===== src/rtl/brc_pkg.sv =====
// Shared types and helpers for the serial branch comparator.
// Optional early-exit build: define BRC_EARLY_EXIT_EN (see brc_serial_compare.sv).
package brc_pkg;

  typedef enum logic [1:0] {
    IDLE = 2'd0,
    SCAN = 2'd1,
    DONE = 2'd2
  } brc_state_e;

  localparam logic BR_SIGNED   = 1'b0;
  localparam logic BR_UNSIGNED = 1'b1;

  function automatic int unsigned ndig(input int unsigned data_w,
                                       input int unsigned digit_w);
    return data_w / digit_w;
  endfunction

endpackage


===== src/rtl/brc_digit_cmp.sv =====
// Combinational unsigned compare of one operand digit.
module brc_digit_cmp #(
  parameter int unsigned DIGIT_W = 4
) (
  input  logic [DIGIT_W-1:0] a_i,
  input  logic [DIGIT_W-1:0] b_i,
  output logic               lt_o,
  output logic               eq_o
);

  always_comb begin
    lt_o = (a_i < b_i);
    eq_o = (a_i == b_i);
  end

endmodule


===== src/rtl/brc_serial_compare.sv =====
// Multi-cycle MSB-first branch comparator producing br_less / br_equal.
// Define BRC_EARLY_EXIT_EN to finish on the first unequal digit.
module brc_serial_compare
  import brc_pkg::*;
#(
  parameter int unsigned DATA_W  = 32,
  parameter int unsigned DIGIT_W = 4
) (
  input  logic              i_clk,
  input  logic              i_rst_n,
  input  logic              i_valid,
  output logic              o_ready,
  input  logic [DATA_W-1:0] i_a,
  input  logic [DATA_W-1:0] i_b,
  input  logic              i_br_un,
  output logic              o_valid,
  input  logic              i_ready,
  output logic              o_br_less,
  output logic              o_br_equal,
  output logic              o_busy
);

  localparam int unsigned NDIG  = ndig(DATA_W, DIGIT_W);
  localparam int unsigned IDX_W = (NDIG > 1) ? $clog2(NDIG) : 1;

  if (DATA_W % DIGIT_W != 0) begin : g_bad_digit_w
    $error("brc_serial_compare: DATA_W must be a multiple of DIGIT_W");
  end

  brc_state_e           state_q, state_d;
  logic [IDX_W-1:0]     idx_q, idx_d;
  logic [DATA_W-1:0]    a_q, a_d;
  logic [DATA_W-1:0]    b_q, b_d;
  logic                 decided_q, decided_d;
  logic                 lt_q, lt_d;

  logic [DATA_W-1:0]              bias;
  logic [NDIG-1:0][DIGIT_W-1:0]   a_v, b_v;
  logic                           dig_lt, dig_eq;

  // Flipping the sign bit maps two's-complement order onto unsigned order.
  assign bias = {(i_br_un == BR_SIGNED), {(DATA_W-1){1'b0}}};
  assign a_v  = a_q;
  assign b_v  = b_q;

  brc_digit_cmp #(.DIGIT_W(DIGIT_W)) u_digit_cmp (
    .a_i  (a_v[idx_q]),
    .b_i  (b_v[idx_q]),
    .lt_o (dig_lt),
    .eq_o (dig_eq)
  );

  always_comb begin
    state_d   = state_q;
    idx_d     = idx_q;
    a_d       = a_q;
    b_d       = b_q;
    decided_d = decided_q;
    lt_d      = lt_q;
    unique case (state_q)
      IDLE: begin
        if (i_valid) begin
          state_d   = SCAN;
          a_d       = i_a ^ bias;
          b_d       = i_b ^ bias;
          idx_d     = IDX_W'(NDIG - 1);
          decided_d = 1'b0;
          lt_d      = 1'b0;
        end
      end
      SCAN: begin
        idx_d = idx_q - IDX_W'(1);
        if (!decided_q && !dig_eq) begin
          decided_d = 1'b1;
          lt_d      = dig_lt;
        end
`ifdef BRC_EARLY_EXIT_EN
        if (idx_q == '0 || (!decided_q && !dig_eq)) state_d = DONE;
`else
        if (idx_q == '0) state_d = DONE;
`endif
      end
      DONE: begin
        if (i_ready) state_d = IDLE;
      end
      default: state_d = IDLE;
    endcase
  end

  always_ff @(posedge i_clk or negedge i_rst_n) begin
    if (!i_rst_n) begin
      state_q   <= IDLE;
      idx_q     <= '0;
      a_q       <= '0;
      b_q       <= '0;
      decided_q <= 1'b0;
      lt_q      <= 1'b0;
    end else begin
      state_q   <= state_d;
      idx_q     <= idx_d;
      a_q       <= a_d;
      b_q       <= b_d;
      decided_q <= decided_d;
      lt_q      <= lt_d;
    end
  end

  always_comb begin
    o_ready    = (state_q == IDLE);
    o_busy     = (state_q != IDLE);
    o_valid    = (state_q == DONE);
    o_br_less  = (state_q == DONE) &  lt_q;
    o_br_equal = (state_q == DONE) & ~decided_q;
  end

endmodule

===== config.mk =====
export PLATFORM = sky130hd
export DESIGN_NAME = brc_serial_compare
export DESIGN_NICKNAME = d
export VERILOG_FILES = /design/src/rtl/brc_pkg.sv /design/src/rtl/brc_digit_cmp.sv /design/src/rtl/brc_serial_compare.sv
export SDC_FILE = /design/constraint.sdc
export NUM_CORES = 1
export LEC_CHECK = 0
export ABC_AREA = 0
export CAP_MARGIN = 25
export CELL_PAD_IN_SITES_DETAIL_PLACEMENT = 1
export CELL_PAD_IN_SITES_GLOBAL_PLACEMENT = 1
export CORE_UTILIZATION = 44
export DETAILED_ROUTE_END_ITERATION = 10
export HOLD_SLACK_MARGIN = 0.06
export PLACE_DENSITY_LB_ADDON = 0.1
export SLEW_MARGIN = 20
export SYNTH_ARGS = -nofsm -noshare
export SYNTH_HDL_FRONTEND = slang
export SYNTH_SLANG_ARGS = --single-unit

===== constraint.sdc =====
create_clock -name i_clk -period 5.1 [get_ports i_clk]
set_input_delay 1.02 -clock i_clk [delete_from_list [all_inputs] [get_ports i_clk]]
set_output_delay 1.02 -clock i_clk [all_outputs]
set_load 0.05 [all_outputs]

# Yosys cells after proc, flatten, opt, wreduce, memory -nomap -nowiden
# Cells that the tools add are included.
# totals
inputBits	69
register_bits	71
# classes
n_mux	15
bitwise	6
add_sub_neg	1
reduce_logical	11
n_eq_ne	7
n_lt_le_gt_ge	2
# ops
cell	n
bitwise XOR 32 bit	2
binary-select mux 4 bit (select 3 bit)	2
two-way mux 4 bit	2
two-way mux 2 bit	3
!= test 2 bit (second input constant)	3
case mux 2 bit (3 select lines)	1
case mux 3 bit (2 select lines)	1
AND reduction 3 bit	2
equality test 4 bit	1
less-than comparator 3 x 4 -> 1 bit (second input constant)	1
less-than comparator 4 bit	1
case mux 1 bit (2 select lines)	2
AND reduction 2 bit	2
nonzero test 2 bit	2
logical NOT 3 bit	1
two-way mux 1 bit	3
two-way mux 3 bit	1
subtractor 3 x 1 -> 3 bit (second input constant)	1
bitwise AND 1 bit	2
equality test 2 x 1 -> 1 bit (second input constant)	1
equality test 2 bit (second input constant)	1
logical NOT 1 bit	2
logical NOT 2 bit	1
!= test 2 x 1 -> 1 bit (second input constant)	1
other kinds (2)	3

# Longest topological paths before layout
# Gate-level depths: netlist of run 1.
# logic_depth
ltp_word	7
mapped_depth	9
mapped_depth_nobuf	7

# Hierarchy
# From an unflattened synthesis of run 1, not the netlist that was laid out.
# unflattened
cells_unflattened	366
hier_area_um2	3400.8
# modules_own_cells
module	seq_area_each_um2	instances	area_per_inst_um2	cells_per_inst
brc_serial_compare	1776.7	1	3298.2	352
brc_digit_cmp	0.0	1	102.6	14

# Least setup slack after synthesis of run 1
# Ideal clock, no wire load.
# synth_path
path_type	flip-flop to flip-flop
from	reg idx_q[0]
to	reg lt_q
setup_ns	0.095
period_less_slack_ns	2.514
path_slack_ns	2.586
path_stages_with_launch	9
t_required_ns	5.005
t_arrival_ns	2.418
cell_sequence	dfrtp_1 -> buf_4 -> buf_2 -> mux4_2 -> mux2i_1 -> ha_1 -> and4_1 -> or3_1 -> o31ai_1
# synth_via
elab_chain_len	7
# synth_rtl
item	line_no	rtl
start: declaration	brc_serial_compare.sv:31	logic [IDX_W-1:0] idx_q, idx_d;
start signal: assignment	brc_serial_compare.sv:100	idx_q <= idx_d;
parallel branches: the longest is 7 deep, another holds less-than comparator 4 bit	-	
end signal: assignment	brc_serial_compare.sv:104	lt_q <= lt_d;
end: declaration	brc_serial_compare.sv:35	logic lt_q, lt_d;
# Parallel ways; which one is timed is not known. The select of a mux whose other input is x is not followed.
# A chain may end at the register's enable or synchronous reset.

# Final worst setup path of run 1
# layout_path
from	reg state_q[0]
to	out o_br_less
# layout_via
elab_chain_len	2
# layout_rtl
item	line_no	rtl
start: declaration	brc_serial_compare.sv:30	brc_state_e state_q, state_d;
start signal: assignment	brc_serial_compare.sv:99	state_q <= state_d;
equality test 2 bit	brc_serial_compare.sv:112	o_br_less = (state_q == DONE) & lt_q;
bitwise AND 1 bit	brc_serial_compare.sv:112	
end: declaration	brc_serial_compare.sv:18	output logic o_br_less,
# No other way between the ends.

==> metrics.yaml, run 1 <==
vdd_drop_max_mv: 0.215
die_w_um: 89.3
vias: 2052
yosysTopAreaCell: "dfrtp_1"
grt_max_degree: 72
groute.layer.met2.usage_pct: 29.5
rsz0062_at_grt: "false"
period_needed_ns: 2.98
top_usage_layer: "met2"
cap_violations: 0
avgSynthCellArea_um2: 15.2
setup_violations: 0
reg2reg_depth: 7
cts_hold_buffers: 0
clockRootBuffer: "clkbuf_8"
p_total_mw: 2.61
period_share_pct: 58.4
slowest_stage: "clkdlybuf4s50_1"
ioPinCount: 74
drive_above_1_share_pct: 32.8
gr-usage-met1_pct: 26.6
synth_warnings: 0
drc: 0
synth_flop_cell: "dfrtp_1"
min_from: "b_q[31]$_DFFE_PN0P_"
path_cells: "nand2b_1 > inv_1 > and2_1 > clkdlybuf4s50_1"
rr_startpoint: "idx_q[0]$_DFFE_PN0P_"
final_common_cell: "clkdlybuf4s50_1"
fp.coreArea_um2: 7290
clk-insertion-delay-late_ns: 0.34
power_leakage_nw: 1.93
grt_pass1_wl_mm: 11.1
start_util_pct: 46.0
worstMarginPinSlew_ns: 0.881
clock.fmax_ghz: 0.335
first_global_vias: 2263
htreeDepth: 3
tritoncts: "built"
final_cell_mix: "clkdlybuf4s50_1, dfrtp_1, mux2_2"
critPathKind: "reg -> out"
worstSetupStartpoint: "state_q[0]$_DFFE_PN0P_"
gr-usage-met3_pct: 3.51
die_h_um: 89.3
synth_cell_types: 33
mappedNetlistNets: 296
cts_resized: 0
clock_skew_ns: 0.0117
synth_edf_count: 0
dpl.hpwl_mm: 4.66
hold_viol_final: 0
syn_inst: 221
synthToLayoutAreaGrowth_pct: 30.4
whs_path_depth: 2
r2r_slack_ns: 2.26
port_buffers: 73
crit_fanout: 7
wire_per_inst_um: 16.8
dieArea_um2: 7970
end_kind: "output port"
antenna_left: 0
status: "completed"
worstPathArrival_ns: 1.96
globalplace.congestion: 0.731
routed_wl_mm: 6.68
nNetsFinal: 369
cts_sinks: 71
viasPerCell: 5.16
hold_class: "reg -> reg"
clk_path_buf_depth: 2
drt_iter0_drc: 35
post_cts_buffers: 0
cp.required_ns: 4.08
grt_usage_pct: 19.1
critical-path-max-stage-delay_ns: 0.79
tns_ns: 0
n_antenna_cell: 0
slew_headroom_pct: 41.3
overflow: 0
netlist_area_um2: 3350
antenna_found_initial: 0
synthTopCellsByArea: "dfrtp_1, mux2_2, mux4_2, mux2_4, ha_1"
final_max_slew_viol_count: 0
clk_pin_slew_worst_paths_ns: 0.07
yosysTopAreaCellShare_pct: 53.0
async_reset_ff_share_pct: 100
critPathLaunchType: "register"
numCtsBuffers: 9
ys_seq_area_share_pct: 53.0
synth-seq-cells: 71
pwr_density_cell_nw_per_um2: 597
rows: 31
first_pass_iters: 4
report_power, final:
part | total, mW | leakage, nW | switching (mW) | internal (mW)
registers | 1.06 | 0.841 | 0.212 | 0.847
logic | 1.07 | 0.980 | 0.391 | 0.677
clock network | 0.481 | 0.107 | 0.205 | 0.277
path summary, 6_finish.rpt:
check                                            to
worst min register to register  b_q[31]$_DFFE_PN0P_
max in group asynchronous       b_q[19]$_DFFE_PN0P_
worst min-delay path            b_q[31]$_DFFE_PN0P_
worst max-delay path                      o_br_less
min in group asynchronous       a_q[13]$_DFFE_PN0P_
worst max register to register     lt_q$_DFFE_PN0P_
sequential cells by signal, summed over array words and instances, names as in the netlist:
signal / count
b_q: 32
idx_q: 3
lt_q: 1
state_q: 2
a_q: 32
decided_q: 1
cells in the mapped netlist (2+ instances only):
library cell	number
buf_6	3
mux4_2	16
mux2_4	14
nand2b_1	2
nand2_1	17
mux2i_1	4
ha_1	6
buf_2	7
mux2_2	48
o21ai_0	4
dfrtp_1	71
inv_1	6
clkbuf_1	2
xor2_1	2
critical path, delay by kind of cell, from the launching register on:
family,cells,cell delay [ns]
simple gates,2,0.32
flops,1,0.44
buf+inv,2,0.86
per-stage QoR:
stage	instance area, µm²	hold slack [ns]	util (%)	instances	worst slack, ns
global route	4370	0.515	60.0	398	1.97
floorplan	3350	0.445	-	221	2.59
detailed placement	4140	0.491	56.8	381	2.11
finish	4370	0.504	60.0	398	2.12
CTS	4350	0.508	59.7	397	2.10
global placement	4120	0.472	56.6	380	2.06
layer usage:
metal	share of wire, %	up-vias
met5	0	-
met4	1.6	0
met3	3.2	10
met2	49	46
met1	46	1051
li1	-	945
cell type report:
type | instances | area (µm²)
repair buffers | 75 | 763
fillers | 720 | 2920
flip-flops and latches | 71 | 1780
well taps | 99 | 124
multi-input cells | 130 | 1470
clock inverters | 5 | 82.6
clock buffers | 11 | 131
inverters | 7 | 26.3
kinds of logic (layout without fill, tap and decap cells):
family                   Yosys count  after routing  synth area share [%]
XOR/XNOR                           2              2                 0.522
multiplexers                      82             82                  34.3
buffers and inverters             20             98                  3.28
AND/OR/NAND/NOR                   27             27                  3.88
flip-flops                        71             71                  53.0
adder cells (fa/ha/maj)            6              6                  2.24
AO/OA/AOI/OAI                     13             13                  2.76
No activity file was read; power rests on OpenSTA's default activity.
==> inputs of run 2 (changes only) <==
Settings changed: CORE_UTILIZATION 44 to 41.
Clock period 5.1 ns to 3 ns, I/O delays scaled along.
==> run 2 against run 1 <==
Against the previous run: design area up 0.49%; total power rose by 71%; register-to-register slack got worse by 1.9 ns; sequential power is 66% higher; routed wire length rose by 1.8%; critical path depth grew 4; critical path type is now reg -> reg; largest power group unchanged; highest routed layer unchanged.
==> metrics.yaml, run 2 (synthesis results as in run 1) <==
status: "completed"
drc: 0
design_area_um2: 4390
wire_per_inst_um: 16.9
globalplace.congestion: 0.683
postLayoutSetupSlackWorst_ns: 0.371
tns_ns: 0
synthToLayoutAreaGrowth_pct: 31.0
cp.required_ns: 3.24
overflow: 0
htreeDepth: 3
nNetsFinal: 371
routed_wl_mm: 6.80
vdd_drop_max_mv: 0.314
fillers: 765
post_cts_buffers: 0
critPathLaunchType: "register"
seq_area_um2: 1780
dieArea_um2: 8540
rsz0062_at_grt: "false"
final_max_slew_viol_count: 0
antenna_found_initial: 0
cts_sinks: 71
power_leakage_nw: 1.94
worstMarginPinSlew_ns: 0.893
clk_path_buf_depth: 2
drive_above_1_share_pct: 33.3
clock.fmax_ghz: 0.380
pre_cts_ws_ns: 0.366
final_common_cell: "clkdlybuf4s50_1"
multiInputGateArea_um2: 1470
p_total_mw: 4.46
hold-worst-slack_ns: 0.370
tritoncts: "built"
port_buffers: 73
clockRootBuffer: "clkbuf_8"
pwr_density_cell_nw_per_um2: 1020
viasPerCell: 5.08
grt_pass1_wl_mm: 11.8
numCtsBuffers: 9
n_antenna_cell: 0
dpl.hpwl_mm: 4.88
placed_cell_area_um2: 4180
slew_headroom_pct: 40.5
hold_class: "in -> async"
end_kind: "register"
die_w_um: 92.4
cts_hold_buffers: 0
worstPathArrival_ns: 2.87
grt_usage_pct: 18.2
first_global_vias: 2270
crit_fanout: 15
rr_startpoint: "idx_q[0]$_DFFE_PN0P_"
top_regs: "a_q x32, b_q x32, idx_q x3"
period_share_pct: 87.6
start_util_pct: 42.9
antenna_left: 0
critPathKind: "reg -> reg"
cap_violations: 0
fp.coreArea_um2: 7810
first_pass_iters: 4
die_h_um: 92.4
vias: 2044
period_needed_ns: 2.63
setup_violations: 0
cts_resized: 0
grt_max_degree: 72
worstSetupStartpoint: "idx_q[0]$_DFFE_PN0P_"
rows: 32
clk_pin_slew_worst_paths_ns: 0.07
clock_skew_ns: 0.00586
hold_viol_final: 0
clk-insertion-delay-late_ns: 0.34
ioPinCount: 74
drt_iter0_drc: 65
final_cell_mix: "clkdlybuf4s50_1, dfrtp_1, mux2_2"
run 2: changes by cell type in the layout (fill, tap and decap cells not counted):
cell      before  now
buf_4          1    3
clkinv_4       2    0
buf_12         1    2
buf_8          1    0
clkbuf_1       2    1
clkbuf_8       9   10
clkinv_2       1    2
run 2: through the flow:
| stage | util (%) | instances |
|---|---|---|
| floorplan | - | 221 |
| global placement | 53.6 | 387 |
| detailed placement | 53.6 | 387 |
| CTS | 56.3 | 402 |
| global route | 56.3 | 402 |
| finish | 56.3 | 402 |
run 2: worst paths after layout:
path	endpoint	slack, ns	cells after the start
worst max-delay path	lt_q$_DFFE_PN0P_	0.37	8
worst min-delay path	a_q[9]$_DFFE_PN0P_	0.37	1
worst max register to register	lt_q$_DFFE_PN0P_	0.37	8
worst min register to register	a_q[31]$_DFFE_PN0P_	0.50	2
max in group asynchronous	b_q[0]$_DFFE_PN0P_	2.03	1
min in group i_clk	a_q[31]$_DFFE_PN0P_	0.50	2
run 2: cell type report:
type,instances,share of cell area [%]
clock buffer,11,3.22
clock inverter,4,1.59
inverter,7,0.598
multi-input combinational,130,33.4
sequential,71,40.4
tap,102,2.90
timing repair buffer,77,17.8
run 2: worst max-delay path, cell delays in order (launching register included):
cell	delay, ns
dfrtp_1	0.51
buf_12	0.22
mux4_2	0.50
nand2_1	0.08
nand2_1	0.06
ha_1	0.33
and4_1	0.23
or3_1	0.33
o31ai_1	0.27
run 2: layer usage:
| metal | vias up | track usage (%) | routed length (µm) |
|---|---|---|---|
| li1 | 953 | - | - |
| met2 | 46 | 28.7 | 3320 |
| met4 | 0 | 5.47 | 57 |
| met3 | 7 | 4.60 | 275 |
| met5 | - | 0 | 0 |
| met1 | 1038 | 24.9 | 3150 |
run 2: report_power, final:
group          leakage, nW  switching [mW]  internal, mW
Combinational        0.991           0.720          1.17
Clock                0.109           0.336         0.484
Sequential           0.841           0.314          1.44
Total                 1.94            1.37          3.09
